==> src/rtl/round_ctrl_if.sv <==
// Control/status bundle between the snake game round sequencer and its
// surroundings: tick/button/game inputs in, timer control and BCD display out.
`timescale 1ns/1ps
interface round_ctrl_if;
  logic       en100hz;
  logic       start_btn;
  logic       pause_btn;
  logic       eat;
  logic       time_up;
  logic       timer_run;
  logic       timer_clear;
  logic [3:0] score_h;
  logic [3:0] score_l;
  logic [3:0] best_h;
  logic [3:0] best_l;
  logic [1:0] ready_cnt;
  logic [1:0] disp_mode;
  logic [2:0] state;
  logic       game_over;

  modport master (
    output en100hz, start_btn, pause_btn, eat, time_up,
    input  timer_run, timer_clear, score_h, score_l, best_h, best_l,
           ready_cnt, disp_mode, state, game_over
  );

  modport slave (
    input  en100hz, start_btn, pause_btn, eat, time_up,
    output timer_run, timer_clear, score_h, score_l, best_h, best_l,
           ready_cnt, disp_mode, state, game_over
  );
endinterface

==> src/rtl/round_ctrl.sv <==
// Snake round sequencer: IDLE -> READY countdown -> PLAY/PAUSE -> OVER, owning BCD
// score/best. Define ROUND_BEST_SCORE_EN to build the best-score register and display.
`timescale 1ns/1ps
module round_ctrl #(
  parameter int READY_SEC     = 3,
  parameter int TICKS_PER_SEC = 100,
  parameter int SCORE_MAX     = 99
) (
  input  logic         CLK1_50,
  input  logic         CLR,
  round_ctrl_if.slave  bus
);
  localparam logic [2:0] IDLE  = 3'd0;
  localparam logic [2:0] READY = 3'd1;
  localparam logic [2:0] PLAY  = 3'd2;
  localparam logic [2:0] PAUSE = 3'd3;
  localparam logic [2:0] OVER  = 3'd4;

  localparam int         SW         = (TICKS_PER_SEC > 1) ? $clog2(TICKS_PER_SEC) : 1;
  localparam logic [SW-1:0] SEC_LAST = SW'(TICKS_PER_SEC - 1);
  localparam logic [1:0] READY_INIT = 2'(READY_SEC);
  localparam logic [7:0] SCORE_TOP  = {4'(SCORE_MAX / 10), 4'(SCORE_MAX % 10)};

  logic [2:0]    state;
  logic [2:0]    start_sy, pause_sy;
  logic          start_p, pause_p;
  logic [SW-1:0] sec_cnt;
  logic [1:0]    ready_cnt, disp_mode;
  logic          timer_run, timer_clear;
  logic [7:0]    score, score_inc, score_fin, best;
  logic          sec_wrap;

  // Two sync flops plus one history flop; the press pulse is registered,
  // so it is seen by the FSM three edges after the button rises.
  always_ff @(posedge CLK1_50 or negedge CLR) begin
    if (!CLR) begin
      start_sy <= '0;
      pause_sy <= '0;
      start_p  <= 1'b0;
      pause_p  <= 1'b0;
    end else begin
      start_sy <= {start_sy[1:0], bus.start_btn};
      pause_sy <= {pause_sy[1:0], bus.pause_btn};
      start_p  <= start_sy[1] & ~start_sy[2];
      pause_p  <= pause_sy[1] & ~pause_sy[2];
    end
  end

  assign score_inc = (score == SCORE_TOP) ? score :
                     (score[3:0] == 4'd9) ? {score[7:4] + 4'd1, 4'd0} :
                                            {score[7:4], score[3:0] + 4'd1};
  assign score_fin = bus.eat ? score_inc : score;
  assign sec_wrap  = bus.en100hz && (sec_cnt == SEC_LAST);

  always_ff @(posedge CLK1_50 or negedge CLR) begin
    if (!CLR) begin
      state       <= IDLE;
      sec_cnt     <= '0;
      ready_cnt   <= '0;
      disp_mode   <= '0;
      timer_run   <= 1'b0;
      timer_clear <= 1'b0;
      score       <= '0;
    end else begin
      timer_run   <= (state == PLAY);
      timer_clear <= 1'b0;
      case (state)
        IDLE: begin
          disp_mode <= 2'd0;
          if (start_p) begin
            state       <= READY;
            timer_clear <= 1'b1;
            score       <= '0;
            ready_cnt   <= READY_INIT;
            sec_cnt     <= '0;
            disp_mode   <= 2'd1;
          end
        end
        READY: begin
          if (bus.en100hz) begin
            if (sec_wrap) begin
              sec_cnt <= '0;
              if (ready_cnt == 2'd1) begin
                state     <= PLAY;
                ready_cnt <= 2'd0;
                disp_mode <= 2'd0;
              end else begin
                ready_cnt <= ready_cnt - 2'd1;
              end
            end else begin
              sec_cnt <= sec_cnt + 1'b1;
            end
          end
        end
        PLAY: begin
          score <= score_fin;
          if (bus.time_up) begin
            state     <= OVER;
            sec_cnt   <= '0;
            disp_mode <= 2'd2;
          end else if (pause_p) begin
            state   <= PAUSE;
            sec_cnt <= '0;
          end
        end
        PAUSE: begin
          if (bus.time_up) begin
            state     <= OVER;
            sec_cnt   <= '0;
            disp_mode <= 2'd2;
          end else if (start_p) begin
            state     <= IDLE;
            score     <= '0;
            sec_cnt   <= '0;
            disp_mode <= 2'd0;
          end else if (pause_p) begin
            state   <= PLAY;
            sec_cnt <= '0;
          end
        end
        OVER: begin
          if (start_p) begin
            state       <= READY;
            timer_clear <= 1'b1;
            score       <= '0;
            ready_cnt   <= READY_INIT;
            sec_cnt     <= '0;
            disp_mode   <= 2'd1;
          end else if (bus.en100hz) begin
            if (sec_wrap) begin
              sec_cnt <= '0;
`ifdef ROUND_BEST_SCORE_EN
              disp_mode <= (disp_mode == 2'd2) ? 2'd3 : 2'd2;
`endif
            end else begin
              sec_cnt <= sec_cnt + 1'b1;
            end
          end
        end
        default: state <= IDLE;
      endcase
    end
  end

`ifdef ROUND_BEST_SCORE_EN
  logic       over_entry;
  logic [7:0] final_score;

  // BCD digits order the same as their binary packing, so a plain compare works.
  assign over_entry  = ((state == PLAY) || (state == PAUSE)) && bus.time_up;
  assign final_score = (state == PLAY) ? score_fin : score;

  always_ff @(posedge CLK1_50 or negedge CLR) begin
    if (!CLR)
      best <= '0;
    else if (over_entry && (final_score > best))
      best <= final_score;
  end
`else
  assign best = 8'd0;
`endif

  assign bus.state       = state;
  assign bus.timer_run   = timer_run;
  assign bus.timer_clear = timer_clear;
  assign bus.score_h     = score[7:4];
  assign bus.score_l     = score[3:0];
  assign bus.best_h      = best[7:4];
  assign bus.best_l      = best[3:0];
  assign bus.ready_cnt   = ready_cnt;
  assign bus.disp_mode   = disp_mode;
  assign bus.game_over   = (state == OVER);
endmodule

==> src/flat_wrapper.sv <==
// flat-port wrapper written by rule: the top's interface ports become plain ports
module round_ctrl_flat 
#(
  parameter int READY_SEC     = 3,
  parameter int TICKS_PER_SEC = 100,
  parameter int SCORE_MAX     = 99
)
  (CLK1_50, CLR, bus_en100hz, bus_start_btn, bus_pause_btn, bus_eat, bus_time_up, bus_timer_run, bus_timer_clear, bus_score_h, bus_score_l, bus_best_h, bus_best_l, bus_ready_cnt, bus_disp_mode, bus_state, bus_game_over);
  round_ctrl_if bus_i ();
  input  logic CLK1_50;
  input  logic CLR;
  input wire logic [$bits(bus_i.en100hz)-1:0] bus_en100hz;
  input wire logic [$bits(bus_i.start_btn)-1:0] bus_start_btn;
  input wire logic [$bits(bus_i.pause_btn)-1:0] bus_pause_btn;
  input wire logic [$bits(bus_i.eat)-1:0] bus_eat;
  input wire logic [$bits(bus_i.time_up)-1:0] bus_time_up;
  output wire logic [$bits(bus_i.timer_run)-1:0] bus_timer_run;
  output wire logic [$bits(bus_i.timer_clear)-1:0] bus_timer_clear;
  output wire logic [$bits(bus_i.score_h)-1:0] bus_score_h;
  output wire logic [$bits(bus_i.score_l)-1:0] bus_score_l;
  output wire logic [$bits(bus_i.best_h)-1:0] bus_best_h;
  output wire logic [$bits(bus_i.best_l)-1:0] bus_best_l;
  output wire logic [$bits(bus_i.ready_cnt)-1:0] bus_ready_cnt;
  output wire logic [$bits(bus_i.disp_mode)-1:0] bus_disp_mode;
  output wire logic [$bits(bus_i.state)-1:0] bus_state;
  output wire logic [$bits(bus_i.game_over)-1:0] bus_game_over;
  assign bus_i.en100hz = bus_en100hz;
  assign bus_i.start_btn = bus_start_btn;
  assign bus_i.pause_btn = bus_pause_btn;
  assign bus_i.eat = bus_eat;
  assign bus_i.time_up = bus_time_up;
  assign bus_timer_run = bus_i.timer_run;
  assign bus_timer_clear = bus_i.timer_clear;
  assign bus_score_h = bus_i.score_h;
  assign bus_score_l = bus_i.score_l;
  assign bus_best_h = bus_i.best_h;
  assign bus_best_l = bus_i.best_l;
  assign bus_ready_cnt = bus_i.ready_cnt;
  assign bus_disp_mode = bus_i.disp_mode;
  assign bus_state = bus_i.state;
  assign bus_game_over = bus_i.game_over;
  round_ctrl #(.READY_SEC(READY_SEC), .TICKS_PER_SEC(TICKS_PER_SEC), .SCORE_MAX(SCORE_MAX)) u_core (.CLK1_50(CLK1_50), .CLR(CLR), .bus(bus_i));
endmodule
==> config.mk <==
export PLATFORM = sky130hd
export DESIGN_NAME = round_ctrl_flat
export DESIGN_NICKNAME = d
export VERILOG_FILES = /design/src/rtl/round_ctrl_if.sv /design/src/rtl/round_ctrl.sv /design/src/flat_wrapper.sv
export SDC_FILE = /design/constraint.sdc
export NUM_CORES = 1
export LEC_CHECK = 0
export BUFFER_PORTS_ARGS = -buffer_cell sky130_fd_sc_hd__buf_2
export CORE_ASPECT_RATIO = 0.8
export CORE_MARGIN = 2
export CORE_UTILIZATION = 54
export CTS_BUF_LIST = sky130_fd_sc_hd__clkbuf_16
export DETAILED_ROUTE_END_ITERATION = 16
export HOLD_SLACK_MARGIN = 0.1
export PLACE_DENSITY = 0.78
export SLEW_MARGIN = 10
export SYNTH_ARGS = -nofsm -noshare
export SYNTH_HDL_FRONTEND = slang
export SYNTH_SLANG_ARGS = --single-unit
==> constraint.sdc <==
create_clock -name CLK1_50 -period 2.1 [get_ports CLK1_50]
set_clock_uncertainty 0.15 [all_clocks]
set_input_delay 0.42 -clock CLK1_50 [delete_from_list [all_inputs] [get_ports CLK1_50]]
set_output_delay 0.42 -clock CLK1_50 [all_outputs]
set_load 0.01 [all_outputs]
### After elaboration in Yosys (flattened, before gate mapping)

Cells that the tools add are included.

* input port bits: 7
* logic and storage cells: 95
* memory bits (writable): 0
* bits in latches: 0
* memory bits (read-only): 0
* register bits: 32
* memories kept: 0
* output and inout bits: 26

* div/mod/pow operators: 0
* magnitude comparators: 0
* muxes and demuxes: 41
* shifts and indexed selects: 0
* add/sub/neg operators: 4
* reductions and logical operators: 12
* equal/unequal tests: 22
* multipliers: 0
* bitwise operators: 4

Operators by type and width (number)
* 7-bit two-way mux: 8
* 8-bit two-way mux: 5
* 7-bit case mux with 5 select lines: 1
* 3-bit two-way mux: 9
* 8-bit case mux with 3 select lines: 1
* 2-bit two-way mux: 11
* 2-bit by 1-bit inequality test with 1-bit output (second input constant): 6
* 3-bit case mux with 4 select lines: 1
* 2-bit inequality test (second input constant): 5
* 2-bit case mux with 5 select lines: 1
* 4-bit by 1-bit adder with 4-bit output (second input constant): 2
* 8-bit equality test (second input constant): 1
* 4-bit AND reduction: 2
* 7-bit by 1-bit adder with 7-bit output (second input constant): 1
* 7-bit equality test (second input constant): 1
* 7-bit AND reduction: 1
* 3-bit by 2-bit equality test with 1-bit output (second input constant): 2
* 3-bit by 2-bit inequality test with 1-bit output (second input constant): 2
* 6-bit AND reduction: 1
* 5-bit AND reduction: 1
* 5-bit nonzero test: 1
* 4-bit equality test (second input constant): 1
* 4-bit by 2-bit inequality test with 1-bit output (second input constant): 1
* 2-bit case mux with 2 select lines: 1
* 13 further kinds: 17

### Depth between registers and ports, before layout

* depth after elaboration: 6
* depth in mapped cells: 7
* depth with buffers taken out: 7

### Worst setup path before layout

OpenSTA, ideal clock, no wires.

* path type: reg-to-reg
* from: register u_core.state[2] (netlist: u_core.bus.state[2])
* to: register u_core.sec_cnt[6]
* cell stages (with the launch flop): 7
* path buffers: 1
* setup time: 0.082 ns
* path slack: 0.222 ns
* arrival time: 1.646 ns
* cells stage by stage: dfrtp_1 -> buf_4 -> or2b_1 -> a21o_1 -> nor3_4 -> a41oi_1 -> a31oi_1

* longest elaborated chain between the ends: 3
* elaborated cells on any way between the ends: 9
* those cells by class: eq/ne (5); mux (1); reduce/logical (3)

Ends and longest elaborated chain
* from (decl): line round_ctrl.sv:24 `logic [2:0] state;`
* from (signal assigned): line round_ctrl.sv:57 `state <= IDLE;`
* from (signal assigned): line round_ctrl.sv:71 `state <= READY;`
* from (signal assigned): line round_ctrl.sv:84 `state <= PLAY;`
* 3-bit equality test (tied with other cells): line round_ctrl.sv:67 `case (state)`
* 5-bit nonzero test (no line) / 2-bit by 1-bit inequality test with 1-bit output (equally long branches)
* 2-bit AND reduction (no line)
* to (signal assigned): line round_ctrl.sv:91 `sec_cnt <= sec_cnt + 1'b1;`
* to (signal assigned): line round_ctrl.sv:136 `sec_cnt <= sec_cnt + 1'b1;`
* to (decl): line round_ctrl.sv:27 `logic [SW-1:0] sec_cnt;`

Several ways; a longest one is shown, not always the timed one.
A chain may end at the register's enable or synchronous reset.

### Worst setup path after layout

* from: register u_core.score[1]
* to: register u_core.score[3]

* longest elaborated chain between the ends: 5
* elaborated cells on any way between the ends: 9
* those cells by class: add/sub (1); eq/ne (3); mux (4); reduce/logical (1)

Ends and longest elaborated chain
* from (decl): line round_ctrl.sv:30 `logic [7:0] score, score_inc, score_fin, best;`
* from (signal assigned): line round_ctrl.sv:96 `score <= score_fin;`
* 4-bit by 1-bit adder with 4-bit output / 4-bit equality test (equally long branches): line round_ctrl.sv:51, round_ctrl.sv:50
* 8-bit two-way mux: line round_ctrl.sv:50 `(score[3:0] == 4'd9) ? {score[7:4] + 4'd1, 4'd0} :`
* 8-bit two-way mux: line round_ctrl.sv:49 `assign score_inc = (score == SCORE_TOP) ? score :`
* 8-bit two-way mux: line round_ctrl.sv:52 `assign score_fin = bus.eat ? score_inc : score;`
* 8-bit case mux with 3 select lines: line round_ctrl.sv:67

Several ways; a longest one is shown, not always the timed one. The select of a mux whose other input is x is not followed.

==> flow_summary.toml <==
[synth]
async_flop_share = 1.000
ys_seq_area_frac = 0.4830
synth_edf_count = 0
syn_inst = 164
yosys_warnings = 0
avgSynthCellArea_um2 = 10.11
ys_seq_elements = 32
syn-cell-area_um2 = 1658
yosys.cell_types.count = 42
synth_flop_cell = "dfrtp_1"

[worst_setup_path]
endpoint = "u_core.score[3]"
critPathRequiredTime_ns = 2.10
r2r_start = "u_core.score[1]"
cp_max_fo = 10
crit_start = "u_core.score[1]"
regToRegSetupSlack_ns = 0.13
worstSetupStartpointType = "flop"
worstSetupPathType = "reg2reg"
cp_data_arrival_time_ns = 1.97
r2r-end = "u_core.score[3]"
critPathCaptureType = "flop"
r2r_cells = 7

[pwr]
switchingPower_w = 0.0008786
power-per-cell-area_nw_per_um2 = 1259
irDropWorstVdd_uv = 632.3
switching_share = 0.3421
power_w = 0.002568
p_seq_frac = 0.314
clock_power_share = 0.304
cell_internal_pwr_w = 0.001690
p_leak_nw = 0.9977
combPwrFrac = 0.383

[clocking]
cts_root_buf = "clkbuf_16"
cts_sinks = 32
h-tree-depth = 2
numCtsBuffers = 5
clkTransAtPathRegs_ns = 0.05
clock_latency_ns = 0.27
ctsLongestPathBuffers = 2
postCtsSetupRepairBufs = 0
cts_tree = "done"

[sta]
period_share = 0.9367
rsz0062_at_grt = "false"
finalSetupViolCount = 0
fmax_mhz = 508.4
final.min_clock_period_ns = 1.967
maxSlewHeadroom = 0.5463
finalMaxSlewViolations = 0
worst_pin_slew_ns = 0.6805
setup_tns_ns = 0
setup_ws_ns = 0.1330
hold_viol = 0

[routing]
via_count = 1387
drt_iter0_drc = 69
wl_per_cell_um = 14.54
drc_errors = 0
antenna_left = 0
first_pass_iters = 4
via_per_inst = 5.779
routed_wl_mm = 3.489

[die]
core-area_um2 = 2850
die-area_um2 = 3532
initial_core_util = 0.5817
io_pins = 33
die_h_um = 53.56
die_w_um = 65.95
placementRows = 17

[grt]
grt-ovfl-total = 0
grt_usage = 0.2275
grt_max_degree = 33
antenna_found_initial = 0
grt_pass1_vias = 1278
grt_first_pass_wirelength_mm = 5.809

[placement]
port_buffers = 24
dpl.hpwl_mm = 2.512
gp_congestion = 0.8237
place_ws_ns = 0.07500

[layout]
syn2layout_area_growth_pct = 23.02
nets = 214
multi_input_area_um2 = 809.5
n_antenna_cell = 0
register_area_um2 = 800.8
final.fill_count = 200
final_util = 0.7155
layout-drive-gt1-share = 0.2277

[status]
status = "finished clean"

[min_path]
min_path_type = "reg2reg"
worstHoldStart = "u_core.start_sy[0]"

[job]
drv_cap = 0
-- cell type report --
class	count	share of cell area
Multi-Input combinational cell	124	0.3969
Sequential cell	32	0.3926
Timing Repair Buffer	34	0.09939
Clock buffer	5	0.06135
Tap cell	38	0.02331
Clock inverter	3	0.01902
Inverter	4	0.007362
-- kinds of logic after synthesis --
logic type,Yosys count,share of synthesized area
AO/OA/AOI/OAI,49,0.1985
XOR/XNOR,1,0.005284
adder cells (fa/ha/maj),6,0.04528
buffers and inverters,15,0.05886
flip-flops,32,0.4830
multiplexers,3,0.01811
other,1,0.002262
AND/OR/NAND/NOR,57,0.1887
-- power groups by stage --
stage	logic, W	registers, W	clock network, W
after floorplan	0.000631	0.000825	0
after global placement	0.000893	0.000803	0
after detailed placement	0.000924	0.000812	0
after CTS	0.000943	0.000803	0.000801
after global routing	0.00109	0.000822	0.000829
final	0.000983	0.000805	0.000780
-- synthesized netlist by cell type, types with 2 or more instances --
cell / count / area (um2)
a21oi_1: 9 / 45.04
nand2_1: 14 / 52.55
nand2b_1: 5 / 31.28
dfrtp_1: 32 / 800.8
o21ai_0: 12 / 60.06
or2b_1: 2 / 15.01
a22o_1: 2 / 17.52
mux2i_1: 3 / 30.03
nor3_1: 3 / 15.01
ha_1: 6 / 75.07
inv_1: 4 / 15.01
a211o_1: 3 / 26.28
nor2_1: 13 / 48.80
o31ai_1: 5 / 37.54
buf_4: 9 / 67.56
a21o_1: 5 / 37.54
nor2b_1: 5 / 31.28
a31oi_1: 4 / 25.02
nand3_1: 3 / 15.01
and2_1: 2 / 12.51
nand3b_1: 2 / 15.01
-- worst max-delay path, cell delays in order (launching register included) --
cell	delay, ns
dfrtp_1	0.42
inv_1	0.08
ha_1	0.15
nand3b_1	0.14
o31a_1	0.35
o22ai_4	0.24
or2_1	0.21
o31ai_1	0.09
-- how the worst min path moves through the flow --
stage | to | slack, ns | cells after the start
2_1_floorplan | u_core.bus.disp_mode[0] | -0.03 | 0
3_3_place_gp | u_core.pause_sy[1] | 0.19 | 0
3_5_place_dp | u_core.start_sy[1] | 0.19 | 0
4_1_cts | u_core.start_sy[1] | 0.20 | 0
5_1_grt | u_core.start_sy[1] | 0.21 | 0
6_report | u_core.start_sy[1] | 0.20 | 0
-- cell usage in the layout (no fill, tap or decap), types with 3 or more instances in the layout --
cell type      Yosys  final
buf_2              0     24
mux2i_1            3      3
nand2b_1           5      5
a211o_1            3      3
nand2_1           14     14
nor2b_1            5      4
dfrtp_1           32     32
buf_4              9      7
conb_1             1      8
ha_1               6      6
a21oi_1            9      9
inv_1              4      5
nor2_1            13     13
o31ai_1            5      5
a21o_1             5      4
nor3_1             3      3
a31oi_1            4      4
dlygate4sd3_1      0      3
nand3_1            3      3
clkbuf_16          0      5
o21ai_0           12     12
-- metal layers --
metal  vias to the layer above  GRT usage  wire [um]
met1                       659     0.2906       1502
met2                        71     0.3586       1659
li1                        645          -          -
met4                         0     0.1259         70
met3                        12    0.06067        258
met5                         -          0          0
-- timing repair --
item / 4_1_cts / 5_1_grt
setup endpoints to repair: 0 / 10
endpoints found under the hold margin: 34 / 0
gates resized for setup: 0 / 4
hold buffers: 3 / 0
-- registers in the layout, indices dropped and copies added (netlist names) --
signal and flops:
u_core.start_p 1, u_core.bus.timer_run 1, u_core.pause_sy 3, u_core.pause_p 1
u_core.bus.ready_cnt 2, u_core.sec_cnt 7, u_core.bus.timer_clear 1, u_core.score 8
u_core.start_sy 3, u_core.bus.disp_mode 2, u_core.bus.state 3
-- through the flow --
step | instances | hold WS, ns | area [um2]
6_report | 240 | 0.2015 | 2039
5_1_grt | 240 | 0.2052 | 2039
4_1_cts | 240 | 0.2035 | 2016
3_5_place_dp | 229 | 0.1920 | 1822
3_3_place_gp | 229 | 0.1877 | 1822
2_1_floorplan | 171 | -0.02559 | 1684
(Power assumes the default switching activity.)
